**src/rtl/cache_arbiter_pkg.sv**
```systemverilog
// Shared types and default widths for the I/D cache to memory arbiter.
package cache_arbiter_pkg;

    localparam int ADDR_WIDTH_DEF = 32;
    localparam int LINE_WIDTH_DEF = 256;

    typedef enum logic [1:0] {
        IDLE    = 2'd0,
        SERVE_I = 2'd1,
        SERVE_D = 2'd2,
        RESP    = 2'd3
    } state_e;

    typedef enum logic {
        OWNER_I = 1'b0,
        OWNER_D = 1'b1
    } owner_e;

endpackage

```
**src/rtl/cache_arbiter_control.sv**
```systemverilog
// Arbitration FSM: picks a requester in IDLE, waits for memory, then issues one response cycle.
module cache_arbiter_control
    import cache_arbiter_pkg::*;
(
    input  logic   clk,
    input  logic   rst_n,
    input  logic   i_req_i,
    input  logic   d_req_i,
    input  logic   pmem_resp_i,
    output logic   grant_o,
    output owner_e grant_owner_o,
    output logic   serve_o,
    output logic   capture_o,
    output logic   resp_o
);

    state_e state_q, state_d;
    owner_e last_q, last_d;

    always_ff @(posedge clk or negedge rst_n) begin
        if (!rst_n) begin
            state_q <= IDLE;
            last_q  <= OWNER_I;
        end else begin
            state_q <= state_d;
            last_q  <= last_d;
        end
    end

    // On a tie the requester that was not granted last wins.
    always_comb begin
        state_d = state_q;
        last_d  = last_q;
        case (state_q)
            IDLE: begin
                if (d_req_i && (!i_req_i || last_q == OWNER_I)) begin
                    state_d = SERVE_D;
                    last_d  = OWNER_D;
                end else if (i_req_i) begin
                    state_d = SERVE_I;
                    last_d  = OWNER_I;
                end
            end
            SERVE_I, SERVE_D: begin
                if (pmem_resp_i) state_d = RESP;
            end
            RESP:    state_d = IDLE;
            default: state_d = IDLE;
        endcase
    end

    always_comb begin
        grant_o       = 1'b0;
        grant_owner_o = OWNER_I;
        serve_o       = 1'b0;
        capture_o     = 1'b0;
        resp_o        = 1'b0;
        case (state_q)
            IDLE: begin
                grant_o       = i_req_i | d_req_i;
                grant_owner_o = (state_d == SERVE_D) ? OWNER_D : OWNER_I;
            end
            SERVE_I, SERVE_D: begin
                serve_o   = 1'b1;
                capture_o = pmem_resp_i;
            end
            RESP:    resp_o = 1'b1;
            default: ;
        endcase
    end

endmodule

```
**src/rtl/cache_arbiter.sv**
```systemverilog
// Shares one line-wide memory port between an I-cache and a D-cache.
module cache_arbiter
    import cache_arbiter_pkg::*;
#(
    parameter int ADDR_WIDTH = ADDR_WIDTH_DEF,
    parameter int LINE_WIDTH = LINE_WIDTH_DEF
) (
    input  logic                  clk,
    input  logic                  rst_n,
    input  logic                  i_pmem_read,
    input  logic [ADDR_WIDTH-1:0] i_pmem_address,
    output logic                  i_pmem_resp,
    output logic [LINE_WIDTH-1:0] i_pmem_rdata,
    input  logic                  d_pmem_read,
    input  logic                  d_pmem_write,
    input  logic [ADDR_WIDTH-1:0] d_pmem_address,
    input  logic [LINE_WIDTH-1:0] d_pmem_wdata,
    output logic                  d_pmem_resp,
    output logic [LINE_WIDTH-1:0] d_pmem_rdata,
    output logic                  pmem_read,
    output logic                  pmem_write,
    output logic [ADDR_WIDTH-1:0] pmem_address,
    output logic [LINE_WIDTH-1:0] pmem_wdata,
    input  logic                  pmem_resp,
    input  logic [LINE_WIDTH-1:0] pmem_rdata
);

    logic   grant, serve, capture, resp;
    owner_e grant_owner;

    logic [ADDR_WIDTH-1:0] addr_q, addr_d;
    logic [LINE_WIDTH-1:0] wdata_q, wdata_d;
    logic                  write_q, write_d;
    owner_e                owner_q, owner_d;
    logic [LINE_WIDTH-1:0] i_rdata_q, i_rdata_d;
    logic [LINE_WIDTH-1:0] d_rdata_q, d_rdata_d;

    cache_arbiter_control u_control (
        .clk          (clk),
        .rst_n        (rst_n),
        .i_req_i      (i_pmem_read),
        .d_req_i      (d_pmem_read | d_pmem_write),
        .pmem_resp_i  (pmem_resp),
        .grant_o      (grant),
        .grant_owner_o(grant_owner),
        .serve_o      (serve),
        .capture_o    (capture),
        .resp_o       (resp)
    );

    // A D-cache request with both read and write set is taken as a write.
    always_comb begin
        addr_d    = addr_q;
        wdata_d   = wdata_q;
        write_d   = write_q;
        owner_d   = owner_q;
        i_rdata_d = i_rdata_q;
        d_rdata_d = d_rdata_q;
        if (grant) begin
            owner_d = grant_owner;
            if (grant_owner == OWNER_D) begin
                addr_d  = d_pmem_address;
                wdata_d = d_pmem_wdata;
                write_d = d_pmem_write;
            end else begin
                addr_d  = i_pmem_address;
                wdata_d = '0;
                write_d = 1'b0;
            end
        end
        if (capture) begin
            if (owner_q == OWNER_D) d_rdata_d = pmem_rdata;
            else                    i_rdata_d = pmem_rdata;
        end
    end

    always_ff @(posedge clk or negedge rst_n) begin
        if (!rst_n) begin
            addr_q    <= '0;
            wdata_q   <= '0;
            write_q   <= 1'b0;
            owner_q   <= OWNER_I;
            i_rdata_q <= '0;
            d_rdata_q <= '0;
        end else begin
            addr_q    <= addr_d;
            wdata_q   <= wdata_d;
            write_q   <= write_d;
            owner_q   <= owner_d;
            i_rdata_q <= i_rdata_d;
            d_rdata_q <= d_rdata_d;
        end
    end

    assign pmem_read    = serve & ~write_q;
    assign pmem_write   = serve & write_q;
    assign pmem_address = addr_q;
    assign pmem_wdata   = wdata_q;
    assign i_pmem_resp  = resp & (owner_q == OWNER_I);
    assign d_pmem_resp  = resp & (owner_q == OWNER_D);
    assign i_pmem_rdata = i_rdata_q;
    assign d_pmem_rdata = d_rdata_q;

endmodule
```
**config.mk**
```make
export PLATFORM = sky130hd
export DESIGN_NAME = cache_arbiter
export DESIGN_NICKNAME = d
export VERILOG_FILES = /design/src/rtl/cache_arbiter_pkg.sv /design/src/rtl/cache_arbiter_control.sv /design/src/rtl/cache_arbiter.sv
export SDC_FILE = /design/constraint.sdc
export NUM_CORES = 1
export LEC_CHECK = 0
export CAP_MARGIN = 20
export CORE_AREA = 2 2 546 548
export CTS_CLUSTER_SIZE = 10
export DETAILED_ROUTE_END_ITERATION = 8
export DIE_AREA = 0 0 548 550
export DONT_BUFFER_PORTS = 1
export SETUP_SLACK_MARGIN = 0.15
export SYNTH_ARGS = -nofsm -noshare
export SYNTH_HDL_FRONTEND = slang
export SYNTH_SLANG_ARGS = --single-unit
```
**constraint.sdc**
```tcl
create_clock -name clk -period 2.2 [get_ports clk]
set_input_delay 0.44 -clock clk [delete_from_list [all_inputs] [get_ports clk]]
set_output_delay 0.44 -clock clk [all_outputs]
set_load 0.01 [all_outputs]
```
---- Word-level counts from Yosys, hierarchy flattened ----
Index checks and enable logic that the tools add are counted.
storage, ports and cells
  register bits ........................... 805
  output and inout port bits .............. 804
  logic and storage cells ................. 45
  input port bits ......................... 582
operators by class
  equal/unequal tests ..................... 4
  mux-type cells .......................... 15
  reductions and logical operators ........ 9
  bitwise gates (word level) .............. 9
operators with widths
  operator                                        number
  two-way mux 256 bit                             1
  two-way mux 32 bit                              1
  two-way mux 1 bit                               9
  == test 2 bit (second input constant)           3
  two-way mux 2 bit                               3
  case mux 2 bit (3 select lines)                 1
  AND reduction 2 bit                             3
  AND 1 bit                                       4
  inverter 1 bit                                  3
  == test 2 x 1 -> 1 bit (second input constant)  1
  zero test 2 bit                                 1
  OR 1 bit                                        2
  nonzero test 2 bit                              1
  OR reduction 2 bit                              1
  logical AND 1 bit                               1
  zero test 1 bit                                 1
  logical OR 1 bit                                1

---- Depth between registers and ports, before layout ----
  depth after elaboration ................. 9
  mapped depth ............................ 7
  gate-level depth less buffers ........... 5

---- Modules after synthesis ----
Synthesis repeated with hierarchy kept, for this count alone.
unflattened totals
  cell total of the unflattened synthesis .. 2364
  area total of the unflattened synthesis .. 31535.2 sq um
modules (own cells, without submodules)
  module                 cells an instance  sequential area each (sq um)  times used  area each (sq um)
  cache_arbiter          2342               20069.2                       1           31326.3
  cache_arbiter_control  22                 75.1                          1           209.0

---- Least setup slack after synthesis ----
OpenSTA, ideal clock, no wires.
  kind .................................... flip-flop to flip-flop
  start ................................... register u_control.state_q[0]
  end ..................................... register d_rdata_q[215] (netlist: d_pmem_rdata[215])
  arrival ................................. 1.582 ns
  path slack .............................. 0.493 ns
  clock period less this slack ............ 1.707 ns
  setup time .............................. 0.125 ns
  data required time ...................... 2.075 ns
  stages on the path, launching flop included .. 7
  path through ............................ dfrtp_1 inv_1 ha_1 nand3_1 buf_2 buf_2 mux2_2
between the ends
  cells in the longest elaborated chain, start to end .. 4
RTL lines
  what                                                     line                         RTL
  start, declared                                          cache_arbiter_control.sv:17  state_e state_q, state_d;
  start signal, assigned                                   cache_arbiter_control.sv:25  state_q <= state_d;
  == test 2 x 1 -> 1 bit or == test 2 bit (tied branches)  cache_arbiter_control.sv:58  case (state_q)
  OR reduction 2 bit (*)                                   cache_arbiter_control.sv:58
  two-way mux 1 bit (*)                                    cache_arbiter_control.sv:58
  AND reduction 2 bit (no source line) (*)                 -
  end signal, assigned                                     cache_arbiter.sv:91          d_rdata_q <= d_rdata_d;
  end, declared                                            cache_arbiter.sv:36          logic [LINE_WIDTH-1:0] d_rdata_q, d_rdata_d;
Mark *: on every way between the ends. The rest lies on a longest branch, timed or not.
A chain may end at the register's enable or synchronous reset.

---- Worst setup path after layout ----
  start ................................... register u_control.state_q[0]
  end ..................................... register i_rdata_q[19] (netlist: i_pmem_rdata[19])
between the ends
  cells in the longest elaborated chain, start to end .. 4
RTL lines
  what                                                     line                         RTL
  == test 2 x 1 -> 1 bit or == test 2 bit (tied branches)  cache_arbiter_control.sv:58
  OR reduction 2 bit (*)                                   cache_arbiter_control.sv:58
  two-way mux 1 bit (*)                                    cache_arbiter_control.sv:58
  AND reduction 2 bit (no source line) (*)                 -
  end signal, assigned                                     cache_arbiter.sv:90          i_rdata_q <= i_rdata_d;
  end, declared                                            cache_arbiter.sv:35          logic [LINE_WIDTH-1:0] i_rdata_q, i_rdata_d;
Marked as above.

==> summary.md <==
| Metric | Value |
|---|---|
| Outcome | finished with violations |
| Failing checks | hold timing, setup timing |
| Yosys warning count | 0 |
| Area growth, synth to finish | 56.5% |
| Post-synthesis cell count | 1793 |
| Iter 0 DRT Violations | 1936 |
| Post-synth EDFFs | 0 |
| Final worst slack | -0.0511 ns |
| Total grt overflow | 0 |
| Mean area per synthesized cell | 16.6 sq um |
| Die area | 301000 sq um |
| Cell taking the most area after synthesis | dfrtp_1 |
| Layout Cells excl Fill | 6537 |
| Design area | 46500 sq um |
| Hold_buf cts | 581 |
| Fin nets | 3059 |
| Syn Nets | 2377 |
| Crit end category | flop |
| ANT nets after route | 0 |
| Netlist Area Pre-Place | 29700 sq um |
| Largest net degree at the start of global routing | 806 |
| Share of cells above drive strength 1 | 0.311 |
| Pleak | 0.0199 uW |
| Worst Path Arrival | 2.91 ns |
| CP required | 2.86 ns |
| CTS sink count | 805 |
| CTS buffer count | 103 |
| Startpoint types | flop |
| Hold slack | -0.669 ns |
| First-pass GRT wire length | 263000 microns |
| Power Density | 1640 nW/um^2 |
| IO Port Bufs | 0 |
| CP max FO | 24 |
| H-tree levels | 3 |
| Final setup vio count | 51 |
| IO Count | 1386 |
| Yosys reg bits | 805 |
| Final slew viol count | 0 |
| Final Skew | 0.0491 ns |
| Reg clk slew, reported paths | 0.06 ns |
| Routed wire length | 223000 microns |
| Most frequent cell after synthesis | dfrtp_1 |
| Pint | 44200 uW |
| Setup Slack @ Placement | -0.0334 ns |
| Post-DP Area | 34600 sq um |
| All-Layer GR Usage | 0.137 |
| Worst slew pin tran | 1.12 ns |
| Comb pwr share | 0.291 |
| Psw | 31900 uW |
| Netlist cell types | 24 |
| Register area share after synthesis | 0.678 |
| Critical path type | flop to flop |
| Top cells by count, synth | dfrtp_1 (805), mux2_2 (512), a22o_1 (257), buf_2 (91) |
| Power Total | 76100 uW |
| Clock root buffer | clkbuf_16 |
| Initial antenna violation count | 211 |
| Placement Rows | 200 |
| GP Congestion | 1.26 |
| Vias per std cell | 3.36 |
| Vias | 21941 |
| Tightest Hold Check Type | primary input to asynchronous set/reset pin |
| DP Cell Count | 5659 |
| DRT Pass-1 Iters | 5 |
| # DRC | 0 |
| # Max-Cap Violations | 0 |
| Routed wl met2 | 88900 microns |
| FMAX | 444 MHz |
| Min cycle time layout | 2.25 ns |
| Initial core utilization | 0.100 |
| Die X | 548 microns |
| Clk pwr share | 0.206 |
| Final period util | 1.02 |
| DIE HEIGHT | 550 microns |
| RSZ-0062 raised after global routing | yes |
| Fin. Hold Viols | 464 |
| Most common flop cell mapped by yosys | dfrtp_1 |
| Yosys top cell area share | 0.678 |
| Flop pwr share | 0.502 |
| WL/cell | 34.2 microns |
| Clock buffer depth | 4 |
| CTS tree | done |
| Clk Latency, worst-skew pair | 0.82 ns |
| Core Area | 296000 sq um |
| Asr flop ratio synth | 1.00 |
| Post-Route M1 WL | 86000 microns |
| Peak supply drop | 0.829 mV |
| Vias in the first global route | 21726 |
| Hpwl dp | 176000 microns |
| Switch share | 0.419 |
| Top sig layer | met5 |
| Slew HR | 0.251 |
| WL met3 | 34900 microns |
| Synth top area cells | dfrtp_1 (68%), mux2_2 (19%), a22o_1 (7.6%) |
-- critical path, stage by stage (launching register included) --
cell and delay (ns):
dfrtp_1 0.42, inv_2 0.08, ha_4 0.25, buf_4 0.14, nand3b_1 0.13, buf_12 0.18
buf_16 0.23, buf_16 0.22, mux2_2 0.36
-- per-layer routing --
layer / vias up / track usage
li1: 8138 / -
met1: 11216 / 0.154
met2: 1807 / 0.193
met3: 638 / 0.0952
met4: 142 / 0.0627
met5: - / 0.0147
-- flip-flops by register name (all words and copies together) (netlist names) --
name               cells
d_pmem_rdata         256
u_control.state_q      2
owner_q                1
pmem_address          32
pmem_wdata           256
i_pmem_rdata         256
write_q                1
u_control.last_q       1
-- through the flow --
| step | setup TNS (ns) | util |
|---|---|---|
| after floorplan | 0 | - |
| after global routing | -17.71 | 0.157 |
| after global placement | -0.354 | 0.117 |
| final | -1.29 | 0.157 |
| after detailed placement | -0.492 | 0.117 |
| after CTS | -14.42 | 0.150 |
-- cell families after synthesis --
| group | share of synthesized area |
|---|---|
| flip-flops | 0.678 |
| multiplexers | 0.194 |
| AO/OA/AOI/OAI | 0.0894 |
| adder cells (fa/ha/maj) | 0.000842 |
| buffers and inverters | 0.0260 |
| AND/OR/NAND/NOR | 0.0114 |
-- path summary, 6_finish.rpt --
kind | slack [ns] | depth (start not counted) | endpoint | startpoint
max in group asynchronous | 1.00 | 2 | pmem_wdata[240] | rst_n
min in group clk | 0.14 | 3 | pmem_wdata[28] | d_pmem_read
setup reg to reg | -0.05 | 8 | i_pmem_rdata[19] | u_control.state_q[0]
setup / recovery | -0.05 | 8 | i_pmem_rdata[19] | u_control.state_q[0]
hold reg to reg | 0.54 | 1 | u_control.last_q | u_control.last_q
hold / removal | -0.67 | 0 | d_pmem_rdata[205] | rst_n
-- what timing repair did --
action / in CTS / in global routing
cloned: 15 / 27
buffers inserted: 16 / 6
hold endpoints to repair: 1608 / 650
setup endpoints to repair: 747 / 842
pin swaps: 2 / 2
resized for setup: 100 / 292
-- area by class of cell --
cell class              instances  area (sq um)
fillers                     32162        249000
flip-flops and latches        805         20100
diodes                         91           228
clock buffers                 119          2690
multi-input cells             855          9850
clock inverters                18           267
well taps                    3939          4930
repair buffers                708          8350
inverters                       2          7.51
-- power by group through the flow --
stage	Clock [uW]	Combinational, uW	Sequential [uW]
CTS	16200	18200	38100
global placement	0	14000	38200
floorplan	0	12100	29000
finish	15700	22200	38200
global route	16700	23600	39000
detailed placement	0	14700	38200
-- layout by cell type (no fill, tap or decap), types with 2 or more instances in the layout --
cell	count
a22o_1	257
clkinv_8	2
buf_8	15
dlygate4sd3_1	580
nor2b_4	2
clkinv_16	2
and4_1	32
dfrtp_1	802
a311oi_1	2
diode_2	91
a21o_1	2
dfrtp_2	3
clkbuf_16	127
clkinv_2	3
buf_12	37
mux2_4	267
buf_4	22
inv_6	3
clkbuf_1	11
a221o_1	32
nor3_1	2
clkinv_4	4
bufinv_16	3
and2_4	2
buf_16	29
clkbuf_8	5
mux2_2	245
No activity file was read; power rests on OpenSTA's default activity.
